$ cat config.mk
export PLATFORM = sky130hd
export DESIGN_NAME = vram_wr_sched
export DESIGN_NICKNAME = d
export VERILOG_FILES = /design/src/rtl/vram_wr_sched.sv
export SDC_FILE = /design/constraint.sdc
export NUM_CORES = 1
export LEC_CHECK = 0
export ABC_AREA = 1
export CAP_MARGIN = 15
export CORE_UTILIZATION = 49
export CTS_CLUSTER_DIAMETER = 40
export DETAILED_ROUTE_END_ITERATION = 6
export GPL_TIMING_DRIVEN = 0
export PLACE_DENSITY = 0.81
export SLEW_MARGIN = 10
export SYNTH_ARGS = -nofsm -noshare
export SYNTH_HDL_FRONTEND = slang
export SYNTH_SLANG_ARGS = --single-unit
$ cat constraint.sdc
create_clock -name clk -period 2.16 [get_ports clk]
set_clock_uncertainty 0.05 [all_clocks]
set_input_delay 0.216 -clock clk [delete_from_list [all_inputs] [get_ports clk]]
set_output_delay 0.216 -clock clk [all_outputs]
set_load 0.005 [all_outputs]
$ cat src/rtl/vram_wr_sched.sv
// Video-RAM write scheduler: merges CPU writes, screen fills and a loader
// stream onto one registered write port with fixed priority CPU > fill > loader.
module vram_wr_sched #(
  parameter logic [12:0] FILL_END     = 13'h1AFF,
  parameter bit          CLR_ON_RESET = 1'b1,
  parameter logic [7:0]  RST_PIX      = 8'h00,
  parameter logic [7:0]  RST_ATTR     = 8'h38
) (
  input  logic        clk,
  input  logic        resetn,
  input  logic [15:0] cpu_a,
  input  logic [7:0]  cpu_do,
  input  logic        cpu_wr,
  input  logic        ld_valid,
  input  logic [12:0] ld_addr,
  input  logic [7:0]  ld_data,
  output logic        ld_ready,
  input  logic        fill_start,
  input  logic [7:0]  fill_pix,
  input  logic [7:0]  fill_attr,
  output logic        fill_busy,
  output logic        fill_done,
  output logic [12:0] aw,
  output logic [7:0]  di,
  output logic        we
);

  typedef enum logic {IDLE, FILL} state_t;

  localparam state_t RST_STATE = CLR_ON_RESET ? FILL : IDLE;

  state_t      state, state_n;
  logic [12:0] cnt, cnt_n;
  logic [7:0]  pix_r, pix_n, attr_r, attr_n;
  logic [12:0] aw_n;
  logic [7:0]  di_n;
  logic        we_n, done_n;
  logic        cpu_hit;

  assign cpu_hit   = cpu_wr & (cpu_a[15:13] == 3'b010) & (cpu_a[12:0] <= FILL_END);
  // Gated by resetn so the loader is never acknowledged while held in reset.
  assign ld_ready  = resetn & (state == IDLE) & ~cpu_hit;
  assign fill_busy = (state == FILL);

  always_comb begin
    state_n = state;
    cnt_n   = cnt;
    pix_n   = pix_r;
    attr_n  = attr_r;
    we_n    = 1'b0;
    aw_n    = aw;
    di_n    = di;
    done_n  = 1'b0;

    if (cpu_hit) begin
      we_n = 1'b1;
      aw_n = cpu_a[12:0];
      di_n = cpu_do;
    end

    case (state)
      IDLE: begin
        if (fill_start) begin
          pix_n   = fill_pix;
          attr_n  = fill_attr;
          cnt_n   = '0;
          state_n = FILL;
        end
        if (ld_ready && ld_valid && (ld_addr <= FILL_END)) begin
          we_n = 1'b1;
          aw_n = ld_addr;
          di_n = ld_data;
        end
      end
      FILL: begin
        if (!cpu_hit) begin
          we_n = 1'b1;
          aw_n = cnt;
          di_n = (cnt < 13'h1800) ? pix_r : attr_r;
          if (cnt == FILL_END) begin
            state_n = IDLE;
            done_n  = 1'b1;
          end else begin
            cnt_n = cnt + 13'd1;
          end
        end
      end
      default: state_n = IDLE;
    endcase
  end

  always_ff @(posedge clk or negedge resetn) begin
    if (!resetn) begin
      state     <= RST_STATE;
      cnt       <= '0;
      pix_r     <= RST_PIX;
      attr_r    <= RST_ATTR;
      we        <= 1'b0;
      aw        <= '0;
      di        <= '0;
      fill_done <= 1'b0;
    end else begin
      state     <= state_n;
      cnt       <= cnt_n;
      pix_r     <= pix_n;
      attr_r    <= attr_n;
      we        <= we_n;
      aw        <= aw_n;
      di        <= di_n;
      fill_done <= done_n;
    end
  end

endmodule

## Yosys cells after proc, flatten, opt, wreduce, memory -nomap -nowiden

Cells that the tools add are included.

| word-level totals | value |
|---|---|
| flip-flop bits (word level) | 53 |
| bits of input ports | 66 |
| output and inout bits | 25 |

| cells by class | value |
|---|---|
| $add $sub $neg | 1 |
| magnitude comparators | 3 |
| equal/unequal tests | 5 |
| muxes and demuxes | 24 |
| bitwise operators | 6 |
| reduce and logical (&&, ||, !) cells | 4 |

Operators with widths:

| cell | number |
|---|---|
| 13-bit two-way mux | 6 |
| 13-bit one-hot mux with 2 select lines | 2 |
| 8-bit two-way mux | 4 |
| 13-bit <= comparator, second input constant | 2 |
| 8-bit one-hot mux with 2 select lines | 1 |
| 13-bit by 1-bit adder with 13-bit output, second input constant | 1 |
| 13-bit == test, second input constant | 1 |
| 13-bit < comparator, second input constant | 1 |
| 1-bit two-way mux | 9 |
| 2-bit inequality test, second input constant | 3 |
| 1-bit bitwise AND | 4 |
| 1-bit one-hot mux with 2 select lines | 2 |
| 3-bit by 2-bit == test with 1-bit output, second input constant | 1 |
| 3-bit AND reduction | 1 |
| 1-bit logical AND | 2 |
| 1-bit NOT | 2 |
| 2-bit AND reduction | 1 |

## Depth between registers and ports, before layout

Gate-level depths: netlist (run 1).

| logic depth | value |
|---|---|
| depth after elaboration | 9 |
| depth in mapped cells | 12 |
| gate-level depth less buffers | 10 |

## Worst setup path after synthesis (run 1)

No wires, ideal clock.

| path | value |
|---|---|
| path kind | reg2reg |
| start | reg state, in the netlist fill_busy |
| end | reg attr_r[0] |
| data arrival time | 1.392 ns |
| slack | 0.594 ns |
| stages on the path, launching flop included | 6 |
| clock period less this slack | 1.566 ns |
| cells stage by stage | dfstp_2 > buf_6 > inv_1 > nand2_1 > buf_4 > mux2_2 |

| between the ends | value |
|---|---|
| cells in the longest elaborated chain, start to end | 2 |

Ends and longest elaborated chain:

| element | RTL line | source |
|---|---|---|
| from (decl) | 32 | `state_t state, state_n;` |
| from (signal assigned) | 103 | `state <= state_n;` |
| 1-bit NOT (no source line) | -- |  |
| 2-bit AND reduction (no source line) | -- |  |
| to (signal assigned) | 106 | `attr_r <= attr_n;` |
| to (decl) | 34 | `logic [7:0] pix_r, pix_n, attr_r, attr_n;` |

Every way passes these cells.
A chain may end at the register's enable or synchronous reset.

## Worst setup path after layout (run 1)

| path | value |
|---|---|
| start | in cpu_a[12] |
| end | out ld_ready |

| between the ends | value |
|---|---|
| cells in the longest elaborated chain, start to end | 4 |

Ends and longest elaborated chain:

| element | RTL line | source |
|---|---|---|
| from (decl) | 11 | `input logic [15:0] cpu_a,` |
| 13-bit <= comparator | 40 | `assign cpu_hit = cpu_wr & (cpu_a[15:13] == 3'b010) & (cpu_a[12:0] <= FILL_END);` |
| 1-bit bitwise AND | 40 |  |
| 1-bit NOT | 42 | `assign ld_ready = resetn & (state == IDLE) & ~cpu_hit;` |
| 1-bit bitwise AND | 42 |  |
| to (decl) | 17 | `output logic ld_ready,` |

Every way passes these cells.

==> results of run 1 <==
==> cell usage in the layout (no fill, tap or decap), types with 4 or more instances in the layout <==
cell / netlist / routed
clkbuf_1: 4 / 4
buf_4: 6 / 7
dfstp_2: 4 / 4
clkbuf_8: 0 / 5
dfrtp_1: 49 / 49
inv_1: 61 / 61
nand2_1: 218 / 218
nand4_1: 7 / 7
mux2_2: 16 / 16
nand3_1: 58 / 58
nor2_1: 20 / 20
buf_6: 7 / 7
o21ai_0: 17 / 17
xor2_1: 5 / 5
buf_2: 6 / 6
clkdlybuf4s50_1: 0 / 88
==> area by class of cell <==
class	count	area (sq um)	share of cell area
clock inverters	3	28.78	0.006279
clock buffers	5	68.82	0.01502
flip-flops and latches	53	1331	0.2905
well taps	80	100.1	0.02184
multi-input cells	358	1698	0.3705
inverters	62	232.7	0.05078
repair buffers	93	952.2	0.2078
plain buffers	23	171.4	0.03740
==> worst max-delay path: cells and delay by family <==
family,cells,cell delay [ps]
buf+inv,5,1140
simple gates,4,390
==> power breakdown <==
| part | leakage, nW | total [mW] | switching [mW] | internal [mW] |
|---|---|---|---|---|
| sequential | 0.661 | 1.36 | 0.175 | 1.19 |
| clock | 0.0511 | 0.630 | 0.385 | 0.246 |
| combinational | 1.72 | 1.00 | 0.483 | 0.520 |
| total | 2.44 | 3.00 | 1.04 | 1.95 |
==> sequential cells by signal, summed over array words and instances, names as in the netlist <==
name and count:
aw 13, we 1, fill_busy 1, cnt 13, fill_done 1, pix_r 8
di 8, attr_r 8
==> final timing paths <==
check | from | endpoint | slack [ps] | cells after the start
worst max register to register | cnt[0] | cnt[7] | 270 | 9
max in group asynchronous | resetn | attr_r[3] | 1410 | 3
worst min-delay path | resetn | pix_r[1] | 440 | 3
worst min register to register | pix_r[4] | pix_r[4] | 470 | 1
min in group clk | fill_pix[7] | pix_r[7] | 450 | 2
worst max-delay path | cpu_a[12] | ld_ready | 140 | 9
==> layer usage <==
metal | vias up | wire (um)
li1 | 1741 | -
met4 | 0 | 267
met1 | 1623 | 4180
met5 | - | 0
met3 | 26 | 461
met2 | 127 | 4615
==> cells by family after synthesis <==
logic type / Yosys count / synth area share
AND/OR/NAND/NOR: 316 / 0.3941
buffers and inverters: 85 / 0.1175
flip-flops: 53 / 0.3893
AO/OA/AOI/OAI: 20 / 0.03000
multiplexers: 16 / 0.05269
XOR/XNOR: 5 / 0.01281
adder cells (fa/ha/maj): 1 / 0.003658
==> stage by stage <==
stage	setup TNS, ps	cells	hold slack (ps)	utilization	setup WS [ps]
finish	0	677	438.6	0.6783	136.6
global placement	-80690	666	438.3	0.6543	-1855
global route	0	677	442.7	0.6783	84.25
detailed placement	-1096	667	291.9	0.6576	-226.5
floorplan	0	496	-129.6	-	593.8
CTS	0	677	423.4	0.6783	178.7
==> what timing repair did <==
item | 4_1_cts | 5_1_grt
resized for setup | 4 | 0
hold buffers | 2 | 0
setup endpoints to repair | 1 | 0
endpoints found under the hold margin | 30 | 0
==> impl_metrics.toml, run 1 <==
[floorplanning]
die_w_um = 85.54
num_rows = 30
die_area_sq_um = 7317
start_util = 0.5061
core-area_sq_um = 6756
die_y_um = 85.54
ios = 91

[power]
power_mw = 2.996
p_per_area_nw_per_um2 = 653.7
ir_drop_v = 0.0003522
power.leakage_nw = 2.435

[logic_synthesis]
syn-instance-count = 496
yosys.cell_types.count = 26
yosysMostFrequentCell = "nand2_1"
ys_top_cells_by_area = "dfrtp_1 (36%), nand2_1 (24%), nand3_1 (8.5%), inv_1 (6.7%), mux2_2 (5.3%)"
synth_edf_count = 0
ys_seq_area_frac = 0.3893
synth_ff_type = "dfrtp_1"
yosysTopAreaCell = "dfrtp_1"
synth.top_cell.area_share = 0.3586
syn_nets = 563
ys_warn_count = 0
synth.avg_cell_area_sq_um = 6.894
synthTopCellsByCount = "nand2_1 (218), inv_1 (61), nand3_1 (58)"
synth-seq-cells = 53
syn_area_sq_um = 3420
async_flop_share = 1.000

[sta]
fin_crit_sh = 0.9367
timing.final.max_slew_violations = 0
rsz0062_at_grt = "false"
worst_pin_slew_ps = 501.5
min_period_ps = 2023
setup_viol = 0
relSlewSlack = 0.6657
hold_viol = 0
max_clock_freq_mhz = 494.2

[status]
outcome = "complete, no violations"

[setup_path]
cp_slowest_stage_delay_ps = 540
slowest_stage = "clkdlybuf4s50_1"
critPathMaxFanout = 10
worst_setup_path_start_kind = "input pin"
cp_cell_sequence = "clkdlybuf4s50_1 -> nand2_1 -> inv_1 -> nand2_1 -> nand2_1 -> inv_1 -> buf_4 -> nor3_4 -> dlygate4sd2_1"
cp_data_required_time_ps = 1890
path_class = "input pin to primary output"
cp-end-kind = "primary output"
critPathArrivalTime_ps = 1760
path_common_cell = "nand2_1"

[global_routing]
grt_overflow = 0
antenna_found_initial = 0
grt.met1_usage = 0.3449
met2_usage = 0.4509
grt-busiest-layer = "met2"
grt_max_degree = 31
grt_use_total = 0.2700
use_met3 = 0.04909
grt_pass1_vias = 3413
grt_pass1_wl_um = 15490

[layout]
final_nets = 663
fin_area_sq_um = 4583
drive_gt1_frac = 0.1039
fillers = 586
syn2layout_area_growth_pct = 34.03
antennaDiodeCount = 0

[cts]
cts_setup_buffers = 0
clk_latency_ps = 320
cts_inserted_buffers = 5
cts_tree = "done"
cts.sinks = 53
path_clk_slew_ps = 110
htreeDepth = 2
clk_path_buf_depth = 2
root_buffer = "clkbuf_8"

[route]
routed-via-count = 3517
vias_per_cell = 5.195
drc = 0
ant_nets = 0
postRouteWirelength_um = 9525
dr.pass1.iters = 5
routedWlPerCell_um = 14.07
drt_iter0_drc = 162

[placed_design]
routabilityCongestion = 0.9184
port_buffers = 90
dp_hpwl_um = 7095
placed_cell_area_sq_um = 4443

[flow_run]
drv_cap = 0

[hold_path]
hp-class = "input pin to async pin"
Note: power is estimated with default switching activity, not from simulation.
==> run 2, diff against run 1 <==
--- a/config.mk
+++ b/config.mk
@@ -11,2 +11,3 @@
 export CTS_CLUSTER_DIAMETER = 40
+export CTS_CLUSTER_SIZE = 12
 export DETAILED_ROUTE_END_ITERATION = 6
==> constraint.sdc (replaced) <==
create_clock -name clk -period 2.16 [get_ports clk]
set_clock_uncertainty 0.05 [all_clocks]
set_input_delay 0.432 -clock clk [delete_from_list [all_inputs] [get_ports clk]]
set_output_delay 0.432 -clock clk [all_outputs]
set_load 0.005 [all_outputs]
==> run 2 against run 1 <==
The run now ends with hold timing left. Critical endpoint unchanged. Largest cell class unchanged. Via count increased by 0.26%. Critical path depth decreased by 1. Global-route usage decreased by 0.10 points. Largest power group unchanged. Utilization unchanged. Non-clock buffer count increased by 1. First-iteration DRC count increased by 30%. Die area unchanged. Hold slack got worse by 440 ps. Clock power about the same.
==> impl_metrics.toml, run 2 (synthesis results as in run 1) <==
[status]
outcome = "finished with violations"
violations = "hold timing"

[route]
wl_met3_um = 503
vias_per_cell = 5.201
drc = 0
postRouteWirelength_um = 9522
drt_iter0_drc = 211
routed-via-count = 3526
ant_nets = 0
dr.pass1.iters = 5
routedWlPerCell_um = 14.04
wl_met1_um = 4154
highest_layer = "met4"
route.met2.wl_um = 4657

[placed_design]
port_buffers = 90
placed_cell_area_sq_um = 4443
routabilityCongestion = 0.9184
dp_hpwl_um = 7095
pre_cts_slack_ps = -658.5

[cts]
cts.sinks = 53
clk_latency_ps = 320
htreeDepth = 2
cts_tree = "done"
cts_inserted_buffers = 5
hold_buffers = 0
clk_path_buf_depth = 2
root_buffer = "clkbuf_8"
path_clk_slew_ps = 110

[setup_path]
critPathMaxFanout = 5
cp_cell_sequence = "clkdlybuf4s50_1 -> nand2_1 -> nor2_1 -> nand2_2 -> inv_4 -> buf_6 -> nor3_4 -> buf_2"
critPathArrivalTime_ps = 1630
worst_setup_path_start_kind = "input pin"
cp-end-kind = "primary output"
path_class = "input pin to primary output"
cp_slowest_stage_delay_ps = 450
slowest_stage = "clkdlybuf4s50_1"
cp_data_required_time_ps = 1680

[sta]
fin_crit_sh = 0.9789
worst_pin_slew_ps = 512.9
worst_slack_ps = 45.55
min_period_ps = 2114
max_clock_freq_mhz = 472.9
hold_viol = 9
relSlewSlack = 0.6581
setup_viol = 0
timing.final.max_slew_violations = 0
holdWs_ps = -4.746

[floorplanning]
num_rows = 30
ios = 91
core-area_sq_um = 6756
die_area_sq_um = 7317
die_w_um = 85.54
start_util = 0.5061
die_y_um = 85.54

[power]
internal-power_mw = 1.948
p_per_area_nw_per_um2 = 651.9
combPwrFrac = 0.334
ir_drop_v = 0.0003523
switchingPower_mw = 1.040
swShare = 0.3480
seq_power_share = 0.456
power.leakage_nw = 2.447
clkPwrFrac = 0.211

[global_routing]
antenna_found_initial = 0
grt_max_degree = 33
grt_pass1_wl_um = 15440
grt_pass1_vias = 3420
grt_use_total = 0.2690
grt_overflow = 0

[hold_path]
hp-class = "input pin to async pin"

[flow_run]
drv_cap = 0

[layout]
final_common_cell = "nand2_1"
final_cell_mix = "nand2_1 (216), clkdlybuf4s50_1 (83), inv_1 (60)"
reg_top3 = "aw x13, cnt x13"
antennaDiodeCount = 0
drive_gt1_frac = 0.1137
final_nets = 664
syn2layout_area_growth_pct = 34.03
fin_area_sq_um = 4583
[run 2: changes by cell type in the layout (fill, tap and decap cells not counted), sizes merged]
cell           change
clkdlybuf4s50      -5
buf                +3
dlymetal6s2s       +1
dlygate4sd3        -1
dlygate4sd2        +3
[run 2: cell type report]
cell class	count	area, sq um
Buffer	23	175.2
Clock buffer	5	68.82
Clock inverter	3	28.78
Fill cell	585	2173
Inverter	62	235.2
Multi-Input combinational cell	358	1703
Sequential cell	53	1331
Tap cell	80	100.1
Timing Repair Buffer	94	940.9
[run 2: critical path: cells and delay by family]
kind                   cells  cell delay (ps)
buffers and inverters      4              780
and+or+nand+nor            4              410
[run 2: worst paths after layout]
check | from | endpoint | slack (ps) | cells after the start
max | cpu_wr | ld_ready | 50 | 8
min | resetn | di[1] | -5 | 1
max reg2reg | cnt[0] | cnt[7] | 260 | 9
min reg2reg | pix_r[4] | pix_r[4] | 470 | 1
max in group asynchronous | resetn | attr_r[3] | 1520 | 2
min in group clk | pix_r[4] | pix_r[4] | 470 | 1
[run 2: layer usage]
| layer | vias to the layer above | global-route usage |
|---|---|---|
| met5 | - | 0 |
| met4 | 0 | 0.1167 |
| met3 | 17 | 0.04524 |
| met2 | 123 | 0.4473 |
| met1 | 1652 | 0.3474 |
| li1 | 1734 | - |
[run 2: timing repair]
action / 4_1_cts / 5_1_grt
buffers inserted: 2 / 1
pin swaps: 1 / 2
setup endpoints to repair: 1 / 1
resized for setup: 16 / 2
[run 2: metrics by stage]
stage               hold slack (ps)    util  setup TNS, ps  std cells  power, mW
floorplan                     86.41       -              0        496      1.880
global placement              438.3  0.6543         -97320        666      2.307
detailed placement            444.1  0.6576          -5042        667      2.363
CTS                           9.432  0.6765              0        677      2.982
global route                  27.66  0.6783         -12.84        678      3.186
finish                       -4.746  0.6783              0        678      2.988
[run 2: power groups by stage]
stage / clock network (mW) / registers, mW / logic [mW]
finish: 0.629 / 1.36 / 0.997
global route: 0.674 / 1.39 / 1.13
global placement: 0 / 1.37 / 0.940
detailed placement: 0 / 1.38 / 0.985
floorplan: 0 / 1.34 / 0.539
CTS: 0.633 / 1.36 / 0.992
==> run 3, diff against run 2 <==
ABC_CLOCK_PERIOD_IN_PS = 2160   (was unset)
CORE_MARGIN = 3   (was unset)
==> run 3 against run 2 <==
The flow now finishes without violations. Count of clock-buffer cells in the layout stayed put. Sequential power is essentially flat. Hold slack better by 28 ps. Critical path depth did not move. Worst setup slack better by 32 ps. Sequential share of layout area is 0.21 points lower. Final cell count grew 1.9%. Sequential cell count is the same. Maximum frequency grew 1.5%. Highest routed layer unchanged.
==> impl_metrics.toml, run 3 (synthesis results as in run 1) <==
[status]
outcome = "complete, no violations"

[power]
p_per_area_nw_per_um2 = 647.4
swShare = 0.3481
combPwrFrac = 0.336
seq_power_share = 0.453
power_mw = 2.989
switchingPower_mw = 1.041
clkPwrFrac = 0.211
ir_drop_v = 0.0004134
internal-power_mw = 1.948
power.leakage_nw = 2.456

[setup_path]
path_class = "input pin to primary output"
critPathArrivalTime_ps = 1600
critPathMaxFanout = 2
cp-end-kind = "primary output"
worst_setup_path_start_kind = "input pin"
cp_data_required_time_ps = 1680

[sta]
hold_viol = 0
relSlewSlack = 0.6488
max_clock_freq_mhz = 480.2
worst_pin_slew_ps = 526.8
rsz0062_at_grt = "false"
setup_viol = 0
min_period_ps = 2082
finalSetupTns_ps = 0
worst_slack_ps = 77.52
fin_crit_sh = 0.9641
timing.final.max_slew_violations = 0

[layout]
final_cell_mix = "nand2_1 (216), clkdlybuf4s50_1 (83), inv_1 (60)"
syn2layout_area_growth_pct = 35.02
final_nets = 664
antennaDiodeCount = 0
fin_area_sq_um = 4617
drive_gt1_frac = 0.1154
final_util = 0.7030
reg_top3 = "aw x13, cnt x13"
final_common_cell = "nand2_1"
fillers = 577

[cts]
htreeDepth = 2
clk_path_buf_depth = 2
root_buffer = "clkbuf_8"
path_clk_slew_ps = 120
clk_latency_ps = 320
cts_tree = "done"
cts.sinks = 53
cts_inserted_buffers = 5

[global_routing]
grt_pass1_wl_um = 15810
grt_pass1_vias = 3366
grt_overflow = 0
grt_use_total = 0.2580
grt_max_degree = 29
antenna_found_initial = 0

[floorplanning]
die_w_um = 89.54
num_rows = 29
ios = 91
die_y_um = 89.54
start_util = 0.5207
core-area_sq_um = 6568
die_area_sq_um = 8017

[route]
routed-via-count = 3536
vias_per_cell = 5.117
drt_iter0_drc = 241
wl_met3_um = 692
dr.pass1.iters = 5
ant_nets = 0
routedWlPerCell_um = 14.68
wl_met1_um = 4253
route.met2.wl_um = 4985
highest_layer = "met4"
drc = 0
postRouteWirelength_um = 10140

[placed_design]
routabilityCongestion = 0.8704
port_buffers = 90
dp_hpwl_um = 7464
placed_cell_area_sq_um = 4452
pre_cts_slack_ps = -608.0

[hold_path]
hp-class = "input pin to async pin"

[flow_run]
drv_cap = 0
run 3: final timing paths:
path / startpoint / to / slack [ps] / depth (start not counted)
worst max-delay path: cpu_a[15] / ld_ready / 80 / 8
worst min-delay path: resetn / aw[12] / 20 / 2
worst max register to register: cnt[0] / cnt[9] / 350 / 9
worst min register to register: attr_r[7] / attr_r[7] / 470 / 1
max in group asynchronous: resetn / attr_r[4] / 1800 / 2
min in group clk: attr_r[7] / attr_r[7] / 470 / 1
run 3: cell type report:
cell class | count | area [sq um] | share of cell area
plain buffers | 22 | 163.9 | 0.03550
inverters | 62 | 236.5 | 0.05122
clock inverters | 3 | 28.78 | 0.006233
multi-input cells | 358 | 1710 | 0.3705
flip-flops and latches | 53 | 1331 | 0.2883
clock buffers | 5 | 68.82 | 0.01491
repair buffers | 95 | 960.9 | 0.2081
well taps | 93 | 116.4 | 0.02520
run 3: metrics by stage:
step | hold slack [ps] | cells
after floorplan | 86.41 | 496
after global placement | 437.5 | 679
after detailed placement | 444.4 | 680
after CTS | 31.47 | 690
after global routing | 34.89 | 691
final | 23.34 | 691
run 3: layer usage:
layer,GRT usage,up-vias
met2,0.4408,145
met1,0.3345,1634
met3,0.04516,21
li1,-,1736
met5,0,-
met4,0.07307,0
run 3: worst max-delay path, stage by stage:
cell             delay [ps]
clkdlybuf4s50_1         460
inv_1                    40
nand2_1                  70
nor2_2                   60
nand2_2                  90
clkinvlp_4              130
nor3_4                  190
buf_2                   140
run 3: what timing repair did:
| item | in CTS | in global routing |
|---|---|---|
| pin swaps | 0 | 1 |
| resized for setup | 10 | 7 |
| buffers inserted | 2 | 1 |
| endpoints found under the hold margin | 25 | 0 |
| hold buffers | 1 | 0 |
| setup endpoints to repair | 1 | 2 |
run 3: power groups by stage:
| stage | logic, mW | registers [mW] | clock network [mW] |
|---|---|---|---|
| floorplan | 0.539 | 1.34 | 0 |
| global route | 1.14 | 1.38 | 0.670 |
| global placement | 0.953 | 1.36 | 0 |
| finish | 1.01 | 1.35 | 0.630 |
| CTS | 1.00 | 1.35 | 0.633 |
| detailed placement | 0.990 | 1.37 | 0 |
